<file path="config.mk">
export PLATFORM = sky130hd
export DESIGN_NAME = alu_multiword_sequencer_flat
export DESIGN_NICKNAME = d
export VERILOG_FILES = /design/src/rtl/alu_pkg.sv /design/src/rtl/alu_multiword_sequencer_if.sv /design/src/rtl/alu_multiword_sequencer.sv /design/src/flat_wrapper.sv
export SDC_FILE = /design/constraint.sdc
export NUM_CORES = 1
export LEC_CHECK = 0
export BUFFER_PORTS_ARGS = -buffer_cell sky130_fd_sc_hd__buf_2
export CORE_UTILIZATION = 53
export DETAILED_ROUTE_END_ITERATION = 6
export GPL_ROUTABILITY_DRIVEN = 0
export PLACE_DENSITY = 0.88
export SYNTH_ARGS = -nofsm -noshare
export SYNTH_HDL_FRONTEND = slang
export SYNTH_SLANG_ARGS = --single-unit
</file>
<file path="constraint.sdc">
create_clock -name Clock -period 2.45 [get_ports Clock]
set_input_delay 0.1225 -clock Clock [delete_from_list [all_inputs] [get_ports Clock]]
set_output_delay 0.1225 -clock Clock [all_outputs]
set_load 0.01 [all_outputs]
</file>
<file path="src/rtl/alu_pkg.sv">
// rtl/alu_pkg.sv - shared constants and types for the multi-word ALU sequencer
//
// Provides the 16-bit ALU FunSel codes the sequencer uses, the FlagsOut bit
// positions {Z,C,N,O}, the wide-operation encoding, the sequencer state enum
// and the per-cycle ALU drive bundle.
package alu_pkg;

  localparam logic [4:0] FS16_A   = 5'b10000;
  localparam logic [4:0] FS16_ADD = 5'b10100;
  localparam logic [4:0] FS16_ADC = 5'b10101;
  localparam logic [4:0] FS16_LSL = 5'b11011;
  localparam logic [4:0] FS16_LSR = 5'b11100;
  localparam logic [4:0] FS16_CSL = 5'b11110;
  localparam logic [4:0] FS16_CSR = 5'b11111;

  localparam int FLAG_Z = 3;
  localparam int FLAG_C = 2;
  localparam int FLAG_N = 1;
  localparam int FLAG_O = 0;

  typedef enum logic [1:0] {
    OP_ADD = 2'b00,
    OP_SUB = 2'b01,
    OP_LSL = 2'b10,
    OP_LSR = 2'b11
  } op_e;

  typedef enum logic [2:0] {
    ST_IDLE,
    ST_PRESET,
    ST_STEP,
    ST_FLAGS,
    ST_DONE
  } state_e;

  typedef struct packed {
    logic [15:0] a;
    logic [15:0] b;
    logic [4:0]  fs;
  } alu_drive_t;

endpackage

</file>
<file path="src/rtl/alu_multiword_sequencer_if.sv">
// rtl/alu_multiword_sequencer_if.sv - bus between the wide-op sequencer and the 16-bit ALU
//
// Signals:
//   AluA, AluB   16  operands to the ALU
//   AluFunSel     5  ALU function select
//   AluWF         1  ALU flag write enable
//   AluOut       16  combinational ALU result
//   AluFlags      4  registered ALU flags {Z,C,N,O}
// master: the sequencer (drives operands/function); slave: the ALU.
interface alu_multiword_sequencer_if;

  logic [15:0] AluA;
  logic [15:0] AluB;
  logic [4:0]  AluFunSel;
  logic        AluWF;
  logic [15:0] AluOut;
  logic [3:0]  AluFlags;

  modport master (
    output AluA, AluB, AluFunSel, AluWF,
    input  AluOut, AluFlags
  );

  modport slave (
    input  AluA, AluB, AluFunSel, AluWF,
    output AluOut, AluFlags
  );

endinterface

</file>
<file path="src/rtl/alu_multiword_sequencer.sv">
// rtl/alu_multiword_sequencer.sv - runs 16*WORDS-bit ADD/SUB/LSL/LSR through a 16-bit ALU
//
// Ports:
//   Clock, Reset        clock; synchronous active-low reset
//   Start, Op           launch request (sampled only in IDLE) and operation
//   OpA, OpB            wide operands, captured on an accepted Start
//   Busy, Done          busy through the DONE cycle; one-cycle completion pulse
//   Result, ResultFlags wide result and {Z,C,N,O}, held until the next Start
//   alu                 master side of the ALU bus (registered drive outputs)
// One word is processed per STEP cycle; carry is chained word to word
// through the ALU's own C flag.
module alu_multiword_sequencer
  import alu_pkg::*;
#(
  parameter int WORDS = 2
) (
  input  logic                   Clock,
  input  logic                   Reset,
  input  logic                   Start,
  input  logic [1:0]             Op,
  input  logic [16*WORDS-1:0]    OpA,
  input  logic [16*WORDS-1:0]    OpB,
  output logic                   Busy,
  output logic                   Done,
  output logic [16*WORDS-1:0]    Result,
  output logic [3:0]             ResultFlags,
  alu_multiword_sequencer_if.master alu
);

  localparam int IW = (WORDS > 1) ? $clog2(WORDS) : 1;
  localparam logic [IW-1:0] LAST_IDX = IW'(WORDS - 1);

  state_e              state;
  op_e                 op_q;
  logic [16*WORDS-1:0] a_q;
  logic [16*WORDS-1:0] b_q;
  logic [IW-1:0]       idx;
  logic                zacc;

  op_e                 op_in;
  logic [IW-1:0]       start_idx;
  logic [IW-1:0]       step_idx;
  logic                last_word;
  alu_drive_t          start_drv;
  alu_drive_t          step_drv;
  logic                flags_unused;

  // Z and N come from the wide result, not from the ALU's last word.
  assign flags_unused = ^{alu.AluFlags[FLAG_Z], alu.AluFlags[FLAG_N]};
  assign op_in        = op_e'(Op);

  // ALU drive for word i. The first word processed (word 0, or the top word
  // for LSR) uses the non-carry form so no stale C leaks in; SUB is A+~B+C
  // everywhere because PRESET has already forced C=1.
  function automatic alu_drive_t step_drive(input op_e op,
                                            input logic [16*WORDS-1:0] va,
                                            input logic [16*WORDS-1:0] vb,
                                            input logic [IW-1:0] i);
    alu_drive_t d;
    logic       first;
    first = (op == OP_LSR) ? (i == LAST_IDX) : (i == '0);
    d.a   = va[16*int'(i) +: 16];
    d.b   = 16'h0000;
    case (op)
      OP_ADD: begin
        d.b  = vb[16*int'(i) +: 16];
        d.fs = first ? FS16_ADD : FS16_ADC;
      end
      OP_SUB: begin
        d.b  = ~vb[16*int'(i) +: 16];
        d.fs = FS16_ADC;
      end
      OP_LSL:  d.fs = first ? FS16_LSL : FS16_CSL;
      default: d.fs = first ? FS16_LSR : FS16_CSR;
    endcase
    return d;
  endfunction

  // Alu* are registered, so the drive for the next cycle's word is chosen
  // here and loaded at the edge that enters that cycle.
  always_comb begin
    start_idx = (op_in == OP_LSR) ? LAST_IDX : '0;
    last_word = (op_q == OP_LSR) ? (idx == '0) : (idx == LAST_IDX);
    step_idx  = idx;
    if (state == ST_STEP) begin
      step_idx = (op_q == OP_LSR) ? idx - 1'b1 : idx + 1'b1;
    end
    start_drv = step_drive(op_in, OpA, OpB, start_idx);
    step_drv  = step_drive(op_q, a_q, b_q, step_idx);
  end

  always_ff @(posedge Clock) begin
    if (!Reset) begin
      state         <= ST_IDLE;
      op_q          <= OP_ADD;
      a_q           <= '0;
      b_q           <= '0;
      idx           <= '0;
      zacc          <= 1'b1;
      Busy          <= 1'b0;
      Done          <= 1'b0;
      Result        <= '0;
      ResultFlags   <= '0;
      alu.AluA      <= '0;
      alu.AluB      <= '0;
      alu.AluFunSel <= FS16_A;
      alu.AluWF     <= 1'b0;
    end else begin
      Done <= 1'b0;
      case (state)
        ST_IDLE: begin
          if (Start) begin
            a_q       <= OpA;
            b_q       <= OpB;
            op_q      <= op_in;
            zacc      <= 1'b1;
            idx       <= start_idx;
            Busy      <= 1'b1;
            alu.AluWF <= 1'b1;
            if (op_in == OP_SUB) begin
              // FFFF+0001 leaves C=1: the +1 of the two's complement.
              state         <= ST_PRESET;
              alu.AluA      <= 16'hFFFF;
              alu.AluB      <= 16'h0001;
              alu.AluFunSel <= FS16_ADD;
            end else begin
              state         <= ST_STEP;
              alu.AluA      <= start_drv.a;
              alu.AluB      <= start_drv.b;
              alu.AluFunSel <= start_drv.fs;
            end
          end
        end
        ST_PRESET: begin
          state         <= ST_STEP;
          alu.AluA      <= step_drv.a;
          alu.AluB      <= step_drv.b;
          alu.AluFunSel <= step_drv.fs;
        end
        ST_STEP: begin
          Result[16*int'(idx) +: 16] <= alu.AluOut;
          zacc <= zacc & (alu.AluOut == 16'h0000);
          if (last_word) begin
            state         <= ST_FLAGS;
            alu.AluWF     <= 1'b0;
            alu.AluA      <= '0;
            alu.AluB      <= '0;
            alu.AluFunSel <= FS16_A;
          end else begin
            idx           <= step_idx;
            alu.AluA      <= step_drv.a;
            alu.AluB      <= step_drv.b;
            alu.AluFunSel <= step_drv.fs;
          end
        end
        ST_FLAGS: begin
          ResultFlags <= {zacc, alu.AluFlags[FLAG_C], Result[16*WORDS-1],
                          ((op_q == OP_ADD) || (op_q == OP_SUB)) ? alu.AluFlags[FLAG_O] : 1'b0};
          Done  <= 1'b1;
          state <= ST_DONE;
        end
        ST_DONE: begin
          Busy  <= 1'b0;
          state <= ST_IDLE;
        end
        default: state <= ST_IDLE;
      endcase
    end
  end

endmodule
</file>
<file path="src/flat_wrapper.sv">
// flat-port wrapper written by rule: the top's interface ports become plain ports
module alu_multiword_sequencer_flat import alu_pkg::*;
#(
  parameter int WORDS = 2
)
  (Clock, Reset, Start, Op, OpA, OpB, Busy, Done, Result, ResultFlags, alu_AluA, alu_AluB, alu_AluFunSel, alu_AluWF, alu_AluOut, alu_AluFlags);
  alu_multiword_sequencer_if alu_i ();
  input  logic Clock;
  input  logic Reset;
  input  logic Start;
  input  logic [1:0] Op;
  input  logic [16*WORDS-1:0] OpA;
  input  logic [16*WORDS-1:0] OpB;
  output logic Busy;
  output logic Done;
  output logic [16*WORDS-1:0] Result;
  output logic [3:0] ResultFlags;
  output wire logic [$bits(alu_i.AluA)-1:0] alu_AluA;
  output wire logic [$bits(alu_i.AluB)-1:0] alu_AluB;
  output wire logic [$bits(alu_i.AluFunSel)-1:0] alu_AluFunSel;
  output wire logic [$bits(alu_i.AluWF)-1:0] alu_AluWF;
  input wire logic [$bits(alu_i.AluOut)-1:0] alu_AluOut;
  input wire logic [$bits(alu_i.AluFlags)-1:0] alu_AluFlags;
  assign alu_AluA = alu_i.AluA;
  assign alu_AluB = alu_i.AluB;
  assign alu_AluFunSel = alu_i.AluFunSel;
  assign alu_AluWF = alu_i.AluWF;
  assign alu_i.AluOut = alu_AluOut;
  assign alu_i.AluFlags = alu_AluFlags;
  alu_multiword_sequencer #(.WORDS(WORDS)) u_core (.Clock(Clock), .Reset(Reset), .Start(Start), .Op(Op), .OpA(OpA), .OpB(OpB), .Busy(Busy), .Done(Done), .Result(Result), .ResultFlags(ResultFlags), .alu(alu_i));
endmodule
</file>
==> impl_metrics.json <==
{
  "syn-mean-instance-area_um2": 8.44,
  "firstDrtPassIters": 6,
  "fmax_mhz": 471,
  "power_density_mw_per_mm2": 826,
  "dieArea_mm2": 0.0121,
  "critPathMaxStageDelay_ns": 0.54,
  "setup_slack_ns": 0.327,
  "setup.worst_path.start_class": "flip-flop",
  "antenna_found_initial": 0,
  "fillCellCount": 723,
  "drt_iter0_drc": 765,
  "switching_share": 0.272,
  "p_int_mw": 5.15,
  "syn_nets": 825,
  "clockBufferDepth": 2,
  "grt_pass1_vias": 6077,
  "pwr-share-seq": 0.381,
  "core_area_mm2": 0.0114,
  "cts_made_buffers": 17,
  "fin_cells": 1115,
  "worstMarginPinSlew_ns": 0.776,
  "drc": 0,
  "htree_levels": 4,
  "outcome": "completed",
  "pwr-share-clk": 0.421,
  "drv_slew": 0,
  "place_hpwl_mm": 10.5,
  "rows": 39,
  "die_x_um": 110,
  "clk_latency_ns": 0.41,
  "min_period_ns": 2.12,
  "fin_area_mm2": 0.00857,
  "power.switching_mw": 1.92,
  "syn-cell-area_mm2": 0.00619,
  "grt_pass1_wl_mm": 30.3,
  "critPathMaxFanout": 15,
  "crit_chain": "inv_1 -> ha_2 -> buf_4 -> mux2i_1 -> xnor2_1 -> nor2_1 -> a221o_1",
  "cts_root_buf": "clkbuf_16",
  "cpLargestDelayFamily": "flip-flops",
  "maxCapViolations": 0,
  "synthArstFlopShare": 0,
  "clkTransAtPathRegs_ns": 0.06,
  "cts-resized-gates": 0,
  "routed_wl_mm": 20.1,
  "ys_seq_area_frac": 0.472,
  "cts.sinks": 146,
  "dpl_cell_area_mm2": 0.00706,
  "diodes": 0,
  "ant_nets": 0,
  "die_y_um": 110,
  "crit_slowest_cell": "dfxtp_1",
  "fin_tns_setup_ns": 0,
  "min_path_type": "input pin to flip-flop",
  "drive_gt1_frac": 0.236,
  "crit_arrival_ns": 2.41,
  "power.total_mw": 7.07,
  "syn2layout_area_growth_pct": 38.3,
  "critical_path_required_ns": 2.74,
  "ys_ff_latch": 146,
  "end_kind": "flip-flop",
  "netlist_instances": 734,
  "irDropWorstVdd_uv": 545,
  "cts_tree": "built",
  "setup-violations-final": 0,
  "io_pins": 165,
  "clock_skew_ns": 0.00929,
  "grt_max_degree": 59,
  "globalRouteOverflowTotal": 0,
  "synth_edf_count": 0,
  "pwr-share-comb": 0.198,
  "via_count": 6495,
  "fin_crit_sh": 0.866,
  "ys.flop_type": "dfxtp_1",
  "rsz0062_at_grt": "no",
  "initial_core_util": 0.543,
  "synth-warning-count": 0,
  "crit_type": "flip-flop to flip-flop",
  "drt-wirelength-per-cell_um": 18.0,
  "via_per_inst": 5.83,
  "critical_path_buf_inv_count": 2,
  "io_buffer_count": 161,
  "dp_slack_ns": 0.372,
  "grt_usage": 0.329,
  "leakagePower_nw": 3.79,
  "synth_cell_type_count": 46,
  "layout.nets": 1050,
  "dpl.cell_count": 1000,
  "finalHoldViolCount": 0,
  "slew_headroom": 0.482
}
[final timing paths]
path / endpoint / cells after the start / from / slack, ns
worst max-delay path: u_core.alu.AluB[2] / 7 / u_core.idx / 0.33
worst min register to register: u_core.b_q[12] / 2 / u_core.b_q[12] / 0.46
worst max register to register: u_core.alu.AluB[2] / 7 / u_core.idx / 0.33
worst min-delay path: u_core.state[1] / 3 / Start / 0.09
[synth_stat cells, types with 2 or more instances]
library cell	number	area (µm²)
a211o_1	2	17.5
a21oi_1	125	626
a221o_1	16	160
a31oi_1	2	12.5
buf_1	3	11.3
buf_2	19	95.1
buf_4	9	67.6
clkbuf_1	26	97.6
dfxtp_1	146	2920
ha_1	2	25.0
inv_1	4	15.0
inv_2	3	11.3
mux2i_1	32	320
nand2_1	139	522
nand2_2	2	12.5
nand3_1	3	15.0
nand3b_1	3	22.5
nor2_1	51	191
nor2_2	4	25.0
nor2b_1	36	225
nor3_1	5	25.0
nor3b_1	2	15.0
nor4_1	4	25.0
o21ai_0	26	130
o22a_1	16	140
o22ai_1	17	106
xnor2_1	18	158
[logic make-up (layout without fill, tap and decap cells)]
family | Yosys count | count (layout) | synth area share
adder cells (fa/ha/maj) | 2 | 2 | 0.00404
multiplexers | 32 | 32 | 0.0517
AND/OR/NAND/NOR | 257 | 257 | 0.188
other | 1 | 1 | 0.000605
flip-flops | 146 | 146 | 0.472
XOR/XNOR | 18 | 18 | 0.0254
AO/OA/AOI/OAI | 213 | 213 | 0.208
buffers and inverters | 65 | 303 | 0.0499
[placed cells by master, fill, tap and decap left out, drive strengths merged, types with 3 or more instances in the layout]
| cell type | instances |
|---|---|
| xnor2 | 18 |
| nor2 | 56 |
| clkbuf | 24 |
| inv | 6 |
| o22a | 16 |
| bufinv | 5 |
| buf | 181 |
| nand3 | 3 |
| nand2 | 141 |
| dfxtp | 146 |
| o22ai | 17 |
| dlygate4sd3 | 83 |
| nor3 | 5 |
| nand3b | 3 |
| nor3b | 3 |
| a221o | 16 |
| mux2i | 32 |
| a21oi | 125 |
| nor2b | 37 |
| nor4 | 4 |
| o21ai | 27 |
[worst reg2reg max path, stage by stage (launching register included)]
cell     delay [ns]
dfxtp_1        0.54
inv_1          0.09
ha_2           0.34
buf_4          0.28
mux2i_1        0.27
xnor2_1        0.14
nor2_1         0.07
a221o_1        0.27
[metrics by stage]
| stage | hold WS (ns) | util |
|---|---|---|
| 3_5_place_dp | 0.366 | 0.618 |
| 2_1_floorplan | 0.258 | - |
| 5_1_grt | 0.0882 | 0.750 |
| 4_1_cts | 0.0533 | 0.750 |
| 3_3_place_gp | 0.362 | 0.618 |
| 6_report | 0.0863 | 0.750 |
[layer usage]
layer / vias up / routed length (µm) / track usage
met3: 97 / 1670 / 0.0847
li1: 2978 / - / -
met2: 419 / 9840 / 0.538
met5: - / 0 / 0
met4: 0 / 840 / 0.179
met1: 3001 / 7780 / 0.397
[cell type report]
class | count | area (µm²) | area share
clock buffer | 24 | 512 | 0.0597
multi-input combinational | 523 | 2970 | 0.347
tap | 143 | 179 | 0.0209
clock inverter | 8 | 170 | 0.0199
timing repair buffer | 264 | 1790 | 0.208
inverter | 7 | 27.5 | 0.00321
sequential | 146 | 2920 | 0.341
[power by group through the flow]
stage	logic, mW	registers (mW)	clock network (mW)
2_1_floorplan	0.813	2.76	0
3_5_place_dp	1.23	2.73	0
3_3_place_gp	1.22	2.72	0
4_1_cts	1.35	2.69	2.96
6_report	1.40	2.70	2.98
5_1_grt	1.51	2.72	3.08
[registers in the layout (all words and copies together) (netlist names), 3 cells and up]
register,cells
u_core.state,3
u_core.a_q,32
u_core.b_q,32
u_core.Result,32
u_core.ResultFlags,4
u_core.alu.AluB,16
u_core.alu.AluFunSel,4
u_core.alu.AluA,16
[timing repair]
action	4_1_cts	5_1_grt
buffers inserted	0	0
hold buffers	83	0
endpoints found under the hold margin	111	0
setup endpoints to repair	0	0
Power figures use the tool's default switching activity.
